==> src/rtl/adc_spi_sampler.sv <==
// SPI front end for an external 12-bit ADC: frames a conversion every SAMPLE_GAP idle
// cycles and box-car averages 2^AVG_LOG2 samples into adc_data.
//
// state    | meaning
// IDLE     | cs_n/sclk high, gap counter runs while enable is high
// CS_SETUP | cs_n low, sclk high for CLK_DIV cycles
// SHIFT    | 32 sclk half-periods, data captured on each rising sclk
// DONE     | one cycle, frame closed, sample accumulated
module adc_spi_sampler #(
    parameter int CLK_DIV    = 25,
    parameter int SAMPLE_GAP = 1000,
    parameter int AVG_LOG2   = 2
) (
    input  logic        clk,
    input  logic        rst,
    input  logic        enable,
    input  logic        adc_sdata,
    output logic        adc_cs_n,
    output logic        adc_sclk,
    output logic [11:0] adc_data,
    output logic        adc_valid
);

    localparam int GAP_W  = $clog2(SAMPLE_GAP + 1);
    localparam int DIV_W  = $clog2(CLK_DIV + 1);
    localparam int ACC_W  = 12 + AVG_LOG2;
    localparam int FCNT_W = (AVG_LOG2 > 0) ? AVG_LOG2 : 1;

    localparam logic [GAP_W-1:0]  GAP_LAST   = GAP_W'(SAMPLE_GAP - 1);
    localparam logic [DIV_W-1:0]  DIV_LOAD   = DIV_W'(CLK_DIV - 1);
    localparam logic [FCNT_W-1:0] FRAME_LAST = FCNT_W'((1 << AVG_LOG2) - 1);

    typedef enum logic [1:0] {
        IDLE     = 2'd0,
        CS_SETUP = 2'd1,
        SHIFT    = 2'd2,
        DONE     = 2'd3
    } state_t;

    state_t              r_state;
    state_t              w_state_next;
    logic [GAP_W-1:0]    r_gap_cnt;
    logic [DIV_W-1:0]    r_div_cnt;
    logic [4:0]          r_half_cnt;
    logic [15:0]         r_shift;
    logic [ACC_W-1:0]    r_acc;
    logic [FCNT_W-1:0]   r_frame_cnt;
    logic                r_cs_n;
    logic                r_sclk;
    logic [11:0]         r_data;
    logic                r_valid;

    logic                w_cs_n_next;
    logic                w_sclk_next;
    logic                w_div_tc;
    logic                w_shift_en;
    logic [ACC_W-1:0]    w_sum;
    logic                w_unused_hdr;

    assign w_div_tc     = (r_div_cnt == '0);
    assign w_shift_en   = (r_state == SHIFT) && w_div_tc && !r_sclk;
    assign w_sum        = r_acc + ACC_W'(r_shift[11:0]);
    // Leading four bits of each frame carry no sample data.
    assign w_unused_hdr = ^r_shift[15:12];

    always_ff @(posedge clk) begin
        if (rst) begin
            r_state <= IDLE;
        end else begin
            r_state <= w_state_next;
        end
    end

    always_comb begin
        w_state_next = r_state;
        w_cs_n_next  = 1'b1;
        w_sclk_next  = 1'b1;
        case (r_state)
            IDLE: begin
                if (enable && (r_gap_cnt == GAP_LAST)) begin
                    w_state_next = CS_SETUP;
                    w_cs_n_next  = 1'b0;
                end
            end
            CS_SETUP: begin
                w_cs_n_next = 1'b0;
                if (w_div_tc) begin
                    w_state_next = SHIFT;
                    w_sclk_next  = 1'b0;
                end
            end
            SHIFT: begin
                w_cs_n_next = 1'b0;
                w_sclk_next = r_sclk;
                if (w_div_tc) begin
                    // Half 31 ends with sclk already high, so closing the frame leaves it idle-high.
                    if (r_half_cnt == 5'd31) begin
                        w_state_next = DONE;
                        w_cs_n_next  = 1'b1;
                        w_sclk_next  = 1'b1;
                    end else begin
                        w_sclk_next = ~r_sclk;
                    end
                end
            end
            DONE: begin
                w_state_next = IDLE;
            end
            default: begin
                w_state_next = IDLE;
            end
        endcase
    end

    always_ff @(posedge clk) begin
        if (rst) begin
            r_gap_cnt   <= '0;
            r_div_cnt   <= DIV_LOAD;
            r_half_cnt  <= '0;
            r_shift     <= '0;
            r_acc       <= '0;
            r_frame_cnt <= '0;
            r_cs_n      <= 1'b1;
            r_sclk      <= 1'b1;
            r_data      <= '0;
            r_valid     <= 1'b0;
        end else begin
            r_cs_n  <= w_cs_n_next;
            r_sclk  <= w_sclk_next;
            r_valid <= 1'b0;

            if (r_state == IDLE) begin
                if (!enable || (r_gap_cnt == GAP_LAST)) begin
                    r_gap_cnt <= '0;
                end else begin
                    r_gap_cnt <= r_gap_cnt + GAP_W'(1);
                end
            end

            if ((r_state == IDLE) || (r_state == DONE) || w_div_tc) begin
                r_div_cnt <= DIV_LOAD;
            end else begin
                r_div_cnt <= r_div_cnt - DIV_W'(1);
            end

            if (r_state != SHIFT) begin
                r_half_cnt <= '0;
            end else if (w_div_tc) begin
                r_half_cnt <= r_half_cnt + 5'd1;
            end

            if (w_shift_en) begin
                r_shift <= {r_shift[14:0], adc_sdata};
            end

            if (r_state == DONE) begin
                if (r_frame_cnt == FRAME_LAST) begin
                    r_data      <= 12'(w_sum >> AVG_LOG2);
                    r_valid     <= 1'b1;
                    r_acc       <= '0;
                    r_frame_cnt <= '0;
                end else begin
                    r_acc       <= w_sum;
                    r_frame_cnt <= r_frame_cnt + FCNT_W'(1);
                end
            end
        end
    end

    assign adc_cs_n  = r_cs_n;
    assign adc_sclk  = r_sclk;
    assign adc_data  = r_data;
    assign adc_valid = r_valid;

endmodule

==> config.mk <==
export PLATFORM = sky130hd
export DESIGN_NAME = adc_spi_sampler
export DESIGN_NICKNAME = d
export VERILOG_FILES = /design/src/rtl/adc_spi_sampler.sv
export SDC_FILE = /design/constraint.sdc
export NUM_CORES = 1
export LEC_CHECK = 0
export ABC_AREA = 1
export BUFFER_PORTS_ARGS = -buffer_cell sky130_fd_sc_hd__buf_2
export CORE_ASPECT_RATIO = 1.5
export CORE_MARGIN = 2
export CORE_UTILIZATION = 45
export DETAILED_ROUTE_END_ITERATION = 8
export GPL_TIMING_DRIVEN = 0
export HOLD_SLACK_MARGIN = 0.15
export MAX_ROUTING_LAYER = met4
export PLACE_DENSITY = 0.71
export SYNTH_ARGS = -nofsm -noshare
export SYNTH_HDL_FRONTEND = slang
export SYNTH_SLANG_ARGS = --single-unit
==> constraint.sdc <==
create_clock -name clk -period 3.6 [get_ports clk]
set_input_delay 0.36 -clock clk [delete_from_list [all_inputs] [get_ports clk]]
set_output_delay 0.36 -clock clk [all_outputs]
set_load 0.01 [all_outputs]
==> flow_metrics.py, run 1 <==
metrics = {
    "place": {
        "dp_hpwl_um": 5610,
        "place.gp.congestion": 0.897,
        "port_buffers": 17,
        "dpl_cell_area_sq_um": 3660,
    },
    "power": {
        "p_leak_nw": 2.07,
        "peakVddDrop_v": 0.000384,
        "switching_share_pct": 23.4,
        "p_switching_mw": 0.490,
        "total_power_mw": 2.09,
        "pwr-share-seq_pct": 37.8,
        "p_comb_share_pct": 11.5,
        "clockPowerShare_pct": 50.7,
        "internal-power_mw": 1.60,
        "powerDensity_nw_per_um2": 519,
    },
    "floorplanning": {
        "chipHeight_um": 111,
        "start_util_pct": 45.9,
        "core_sq_um": 7510,
        "ios": 19,
        "rows": 39,
        "die-area_sq_um": 8400,
        "chipWidth_um": 75.5,
    },
    "yosys": {
        "synthTopCellsByCount": "122 x nand2_1, 83 x inv_1, 65 x dfxtp_1",
        "synth_xor_area_share_pct": 3.05,
        "synth_nets": 521,
        "synthCells": 493,
        "dominantRegCellSynth": "dfxtp_1",
        "ys_seq_area_share_pct": 37.7,
        "synth.mux.area_fraction_pct": 0,
        "yosys_warnings": 0,
        "synth.distinct_cells": 37,
        "ys_ff_latch": 65,
        "synth-simple-area-share_pct": 29.8,
        "yosysTopAreaCell": "dfxtp_1",
        "synth-edff-count": 0,
        "synthesis.area_per_instance_sq_um": 7.00,
        "yosysTopAreaCellShare_pct": 37.7,
        "ys_top_cells_by_area": "dfxtp_1 38%, nand2_1 13%, inv_1 9.0%",
        "synth_compound_area_share_pct": 10.0,
        "synth_top_family_by_area": "simple AND/OR/NAND/NOR gates",
        "yosysMostFrequentCell": "nand2_1",
        "netlist_area_sq_um": 3450,
        "synthArstFlopShare_pct": 0,
        "synth_fa_ha_area_share_pct": 8.92,
    },
    "route": {
        "vias": 3020,
        "via_per_inst": 4.81,
        "ant_nets": 0,
        "drtIter0Drc": 89,
        "wire_per_inst_um": 11.5,
        "dr.pass1.iters": 4,
        "drc": 0,
        "totalWireLength_um": 7190,
    },
    "grt": {
        "grt_max_degree": 13,
        "grt_pass1_vias": 3041,
        "track_usage_pct": 19.6,
        "grt_pass1_wl_um": 12600,
        "antenna_found_initial": 0,
        "grt-ovfl-total": 0,
    },
    "cts": {
        "postCtsSetupRepairBufs": 0,
        "cts_tree": "built",
        "htree_num_levels": 3,
        "clk_latency_ps": 320,
        "clkSinkCount": 65,
        "cts_buffer_depth": 2,
        "cts_hold_buf": 0,
        "numCtsBuffers": 9,
        "clk_pin_slew_worst_paths_ps": 50,
        "cts_root_buf": "clkbuf_16",
        "cts_resized": 0,
    },
    "cells_and_area": {
        "stdcell_area_sq_um": 4030,
        "fillers": 734,
        "utilization_pct": 53.6,
        "drive_gt1_share_pct": 11.4,
        "finalNetCount": 549,
        "insertedDiodeCount": 0,
        "syn2layout_area_growth_pct": 16.8,
    },
    "critical_path": {
        "critPathMaxFanout": 4,
        "cp.required_ps": 3820,
        "crit_path_end_kind": "register",
        "path_class": "register to register",
        "start_kind": "register",
        "crit_arrival_ps": 2170,
    },
    "sta": {
        "fin_setup_tns_ps": 0,
        "period_minus_slack_ps": 1950,
        "drv_slew": 0,
        "setup_violations": 0,
        "max_slew_margin_pct": 67.6,
        "max_clock_freq_mhz": 513,
        "fin_worst_skew_ps": 6.16,
        "hold_viol_final": 0,
        "layout_worst_path_cycle_share_pct": 54.1,
        "grt_setup_unrepaired": "false",
        "worst_slew_pin_slew_ps": 486,
    },
    "min_path": {
        "min_path_type": "input port to register",
    },
    "status": {
        "status": "completed",
    },
    "flow_run": {
        "drv_cap": 0,
    },
}
-- through the flow --
stage                     hold WS [ps]  worst slack [ps]  instances
final                              332              1650        628
after global routing               399              1460        628
after CTS                          328              1630        628
after detailed placement           435              1620        612
after global placement             433              1640        612
after floorplan                    413              1930        493
-- flip-flops by register name, indices dropped and copies added, names as in the netlist --
| signal | count |
|---|---|
| r_acc | 14 |
| adc_data | 12 |
| r_shift | 12 |
| r_gap_cnt | 10 |
| r_div_cnt | 5 |
| r_half_cnt | 5 |
| r_frame_cnt | 2 |
| r_state | 2 |
| adc_cs_n | 1 |
| adc_sclk | 1 |
| adc_valid | 1 |
-- path summary, 6_finish.rpt --
path | startpoint | slack, ps | depth (start not counted) | to
setup / recovery | r_shift[0]$_SDFFE_PP0P_ | 1650 | 11 | adc_data[4]$_SDFFE_PP0P_
hold / removal | adc_sdata | 330 | 3 | r_shift[0]$_SDFFE_PP0P_
setup reg to reg | r_shift[0]$_SDFFE_PP0P_ | 1650 | 11 | adc_data[4]$_SDFFE_PP0P_
hold reg to reg | r_div_cnt[0]$_SDFF_PP0_ | 440 | 1 | r_div_cnt[0]$_SDFF_PP0_
-- final cells by class --
cell class	count	area, sq um	area share (%)
sequential	65	1300	32.3
timing repair buffer	17	85.1	2.11
clock inverter	7	143	3.54
multi-input combinational	334	1790	44.4
inverter	86	323	8.01
clock buffer	9	225	5.59
tap	102	128	3.17
buffer	8	38.8	0.962
-- layer usage --
layer	track usage [%]	vias to the layer above	part of all wire (%)
met3	5.00	17	2.7
met4	8.54	0	3.2
met2	35.4	39	55
met1	18.7	1373	39
met5	-	-	0
li1	-	1591	-
-- cells by family after synthesis --
kind of cell	count (synthesis)
adders and majority gates	24
buffers and inverters	94
and+or+nand+nor	235
AOI/OAI and AO/OA	63
DFF	65
xor gates and xnor gates	12
-- power groups by stage --
stage          logic [mW]  clock network (mW)  registers [mW]
5_1_grt             0.282                1.12           0.795
3_3_place_gp        0.232                   0           0.805
3_5_place_dp        0.241                   0           0.806
6_report            0.241                1.06           0.791
4_1_cts             0.244                1.08           0.791
2_1_floorplan       0.188                   0           0.804
-- layout by cell type, fill, tap and decap left out, drive strengths merged --
cell type / n
bufinv: 4
dfxtp: 65
a31oi: 1
fa: 1
nand4: 3
buf: 25
nand2: 126
nor3: 9
inv: 85
nand3: 25
clkbuf: 9
a31o: 1
or2: 2
o22ai: 1
a211oi: 1
nand3b: 2
clkinv: 4
a21oi: 26
o21ai: 29
xor2: 10
o311ai: 1
ha: 23
nor3b: 2
nor2: 66
a22o: 3
xnor2: 2
-- worst max-delay path, cell delays in order, from the launching register on --
cell and delay (ps):
dfxtp_1 360, ha_1 200, inv_1 60, fa_1 400
inv_1 100, nand3_1 70, nand2_1 150, a21oi_1 100
xor2_1 230, nand2_1 80, nand2_1 70, inv_1 30
(Power assumes the default switching activity.)
==> run 2: changes to the inputs <==
Settings changed: PLACE_DENSITY 0.71 to 0.73.
Clock period 3.6 ns to 1.6 ns, I/O delays scaled along.
==> flow_metrics.py, run 2 (synthesis gave the netlist of run 1 again) <==
metrics = {
    "grt": {
        "grt_max_degree": 11,
        "use_met2_pct": 38.1,
        "grt_pass1_vias": 3167,
        "grt-ovfl-total": 0,
        "busiest_layer": "met2",
        "track_usage_pct": 21.7,
        "grt_pass1_wl_um": 13700,
        "grtUsageMet3_pct": 5.18,
        "use_met1_pct": 20.6,
        "antenna_found_initial": 0,
    },
    "power": {
        "peakVddDrop_v": 0.000994,
        "total_power_mw": 4.30,
        "p_leak_nw": 2.10,
        "powerDensity_nw_per_um2": 973,
    },
    "cells_and_area": {
        "syn2layout_area_growth_pct": 28.1,
        "multi_input_area_sq_um": 2100,
        "insertedDiodeCount": 0,
        "largest_reg_flops": 14,
        "drive_gt1_share_pct": 24.4,
        "largest-register": "r_acc",
        "mostFrequentLayoutCells": "113 x nand2_1, 78 x inv_1, 56 x nor2_1",
        "final_common_cell": "nand2_1",
        "fillers": 656,
        "finalNetCount": 563,
        "ff_latch_area_sq_um": 1320,
        "stdcell_area_sq_um": 4420,
    },
    "floorplanning": {
        "die-area_sq_um": 8400,
        "core_sq_um": 7510,
        "chipHeight_um": 111,
        "chipWidth_um": 75.5,
        "ios": 19,
        "rows": 39,
        "start_util_pct": 45.9,
    },
    "critical_path": {
        "start_kind": "register",
        "reg2reg_from": "r_shift[0]$_SDFFE_PP0P_",
        "cp-startpoint": "r_shift[0]$_SDFFE_PP0P_",
        "crit_path_end_kind": "register",
        "crit_arrival_ps": 1900,
        "reg2reg_depth": 12,
        "critPathMaxFanout": 4,
        "path_class": "register to register",
        "cp.required_ps": 1830,
    },
    "cts": {
        "cts_tree": "built",
        "clkSinkCount": 65,
        "clk_pin_slew_worst_paths_ps": 50,
        "numCtsBuffers": 9,
        "htree_num_levels": 3,
        "cts_root_buf": "clkbuf_16",
        "clk_latency_ps": 330,
        "cts_buffer_depth": 2,
    },
    "sta": {
        "period_minus_slack_ps": 1670,
        "worst_slack_ps": -72.0,
        "hold_viol_final": 0,
        "drv_slew": 0,
        "worst_slew_pin_slew_ps": 505,
        "fin_worst_skew_ps": 4.48,
        "fin_setup_tns_ps": -416,
        "max_slew_margin_pct": 66.3,
        "max_clock_freq_mhz": 598,
        "grt_setup_unrepaired": "true",
        "layout_worst_path_cycle_share_pct": 105,
        "setup_violations": 12,
    },
    "route": {
        "drtIter0Drc": 109,
        "wire_per_inst_um": 13.4,
        "dr.pass1.iters": 4,
        "totalWireLength_um": 8620,
        "ant_nets": 0,
        "drc": 0,
        "vias": 3217,
        "via_per_inst": 5.01,
    },
    "min_path": {
        "min_path_type": "input port to register",
        "worstHoldPathCells": 4,
        "hp-start": "enable",
    },
    "place": {
        "place.gp.congestion": 0.886,
        "dp_hpwl_um": 5590,
        "port_buffers": 17,
        "dpl_cell_area_sq_um": 3670,
        "place_ws_ps": -277,
    },
    "status": {
        "violations": "negative setup slack",
        "status": "finished with violations",
    },
    "flow_run": {
        "drv_cap": 0,
    },
}
[run 2: final timing paths]
| check | to | slack (ps) |
|---|---|---|
| hold reg to reg | r_div_cnt[0]$_SDFF_PP0_ | 430 |
| hold / removal | adc_cs_n$_SDFF_PP1_ | 200 |
| setup reg to reg | adc_data[10]$_SDFFE_PP0P_ | -70 |
| setup / recovery | adc_data[10]$_SDFFE_PP0P_ | -70 |
[run 2: critical path: stages (launching register included)]
cell and delay (ps):
dfxtp_2 360, ha_4 140, inv_2 30, fa_2 340, inv_2 80, nand3_2 80, nand2_4 100, buf_6 110
nand3_4 60, nand4_1 100, nand3_1 90, nand2_1 60, inv_1 40
[run 2: what timing repair did]
action | CTS | global route
endpoints found under the hold margin | 1 | 0
pin swaps | 12 | 18
setup buffers | 5 | 8
setup endpoints to repair | 19 | 39
hold buffers | 1 | 0
gates resized for setup | 42 | 51
[run 2: cell type report]
class / count / share of cell area [%]
multi-input cells: 334 / 47.5
repair buffers: 31 / 4.53
well taps: 102 / 2.89
clock inverters: 3 / 0.906
inverters: 86 / 7.42
flip-flops and latches: 65 / 29.9
clock buffers: 13 / 5.66
plain buffers: 8 / 1.22
[run 2: layer usage]
layer	part of all wire (%)	up-vias
li1	-	1623
met1	37	1498
met2	55	57
met3	2.7	39
met4	5.3	0
met5	0	-
[run 2: metrics by stage]
stage                     hold WS, ps  util, %  cells
after global routing              237     58.8    642
after floorplan                   351        -    493
final                             202     58.8    642
after CTS                         195     56.1    634
after detailed placement          432     48.9    612
after global placement            432     48.9    612
[run 2: report_power, final]
part / switching, mW / internal, mW / total (mW) / leakage, nW
Clock: 0.683 / 1.24 / 1.93 / 0.144
Combinational: 0.350 / 0.248 / 0.598 / 1.42
Sequential: 0.0708 / 1.71 / 1.78 / 0.533
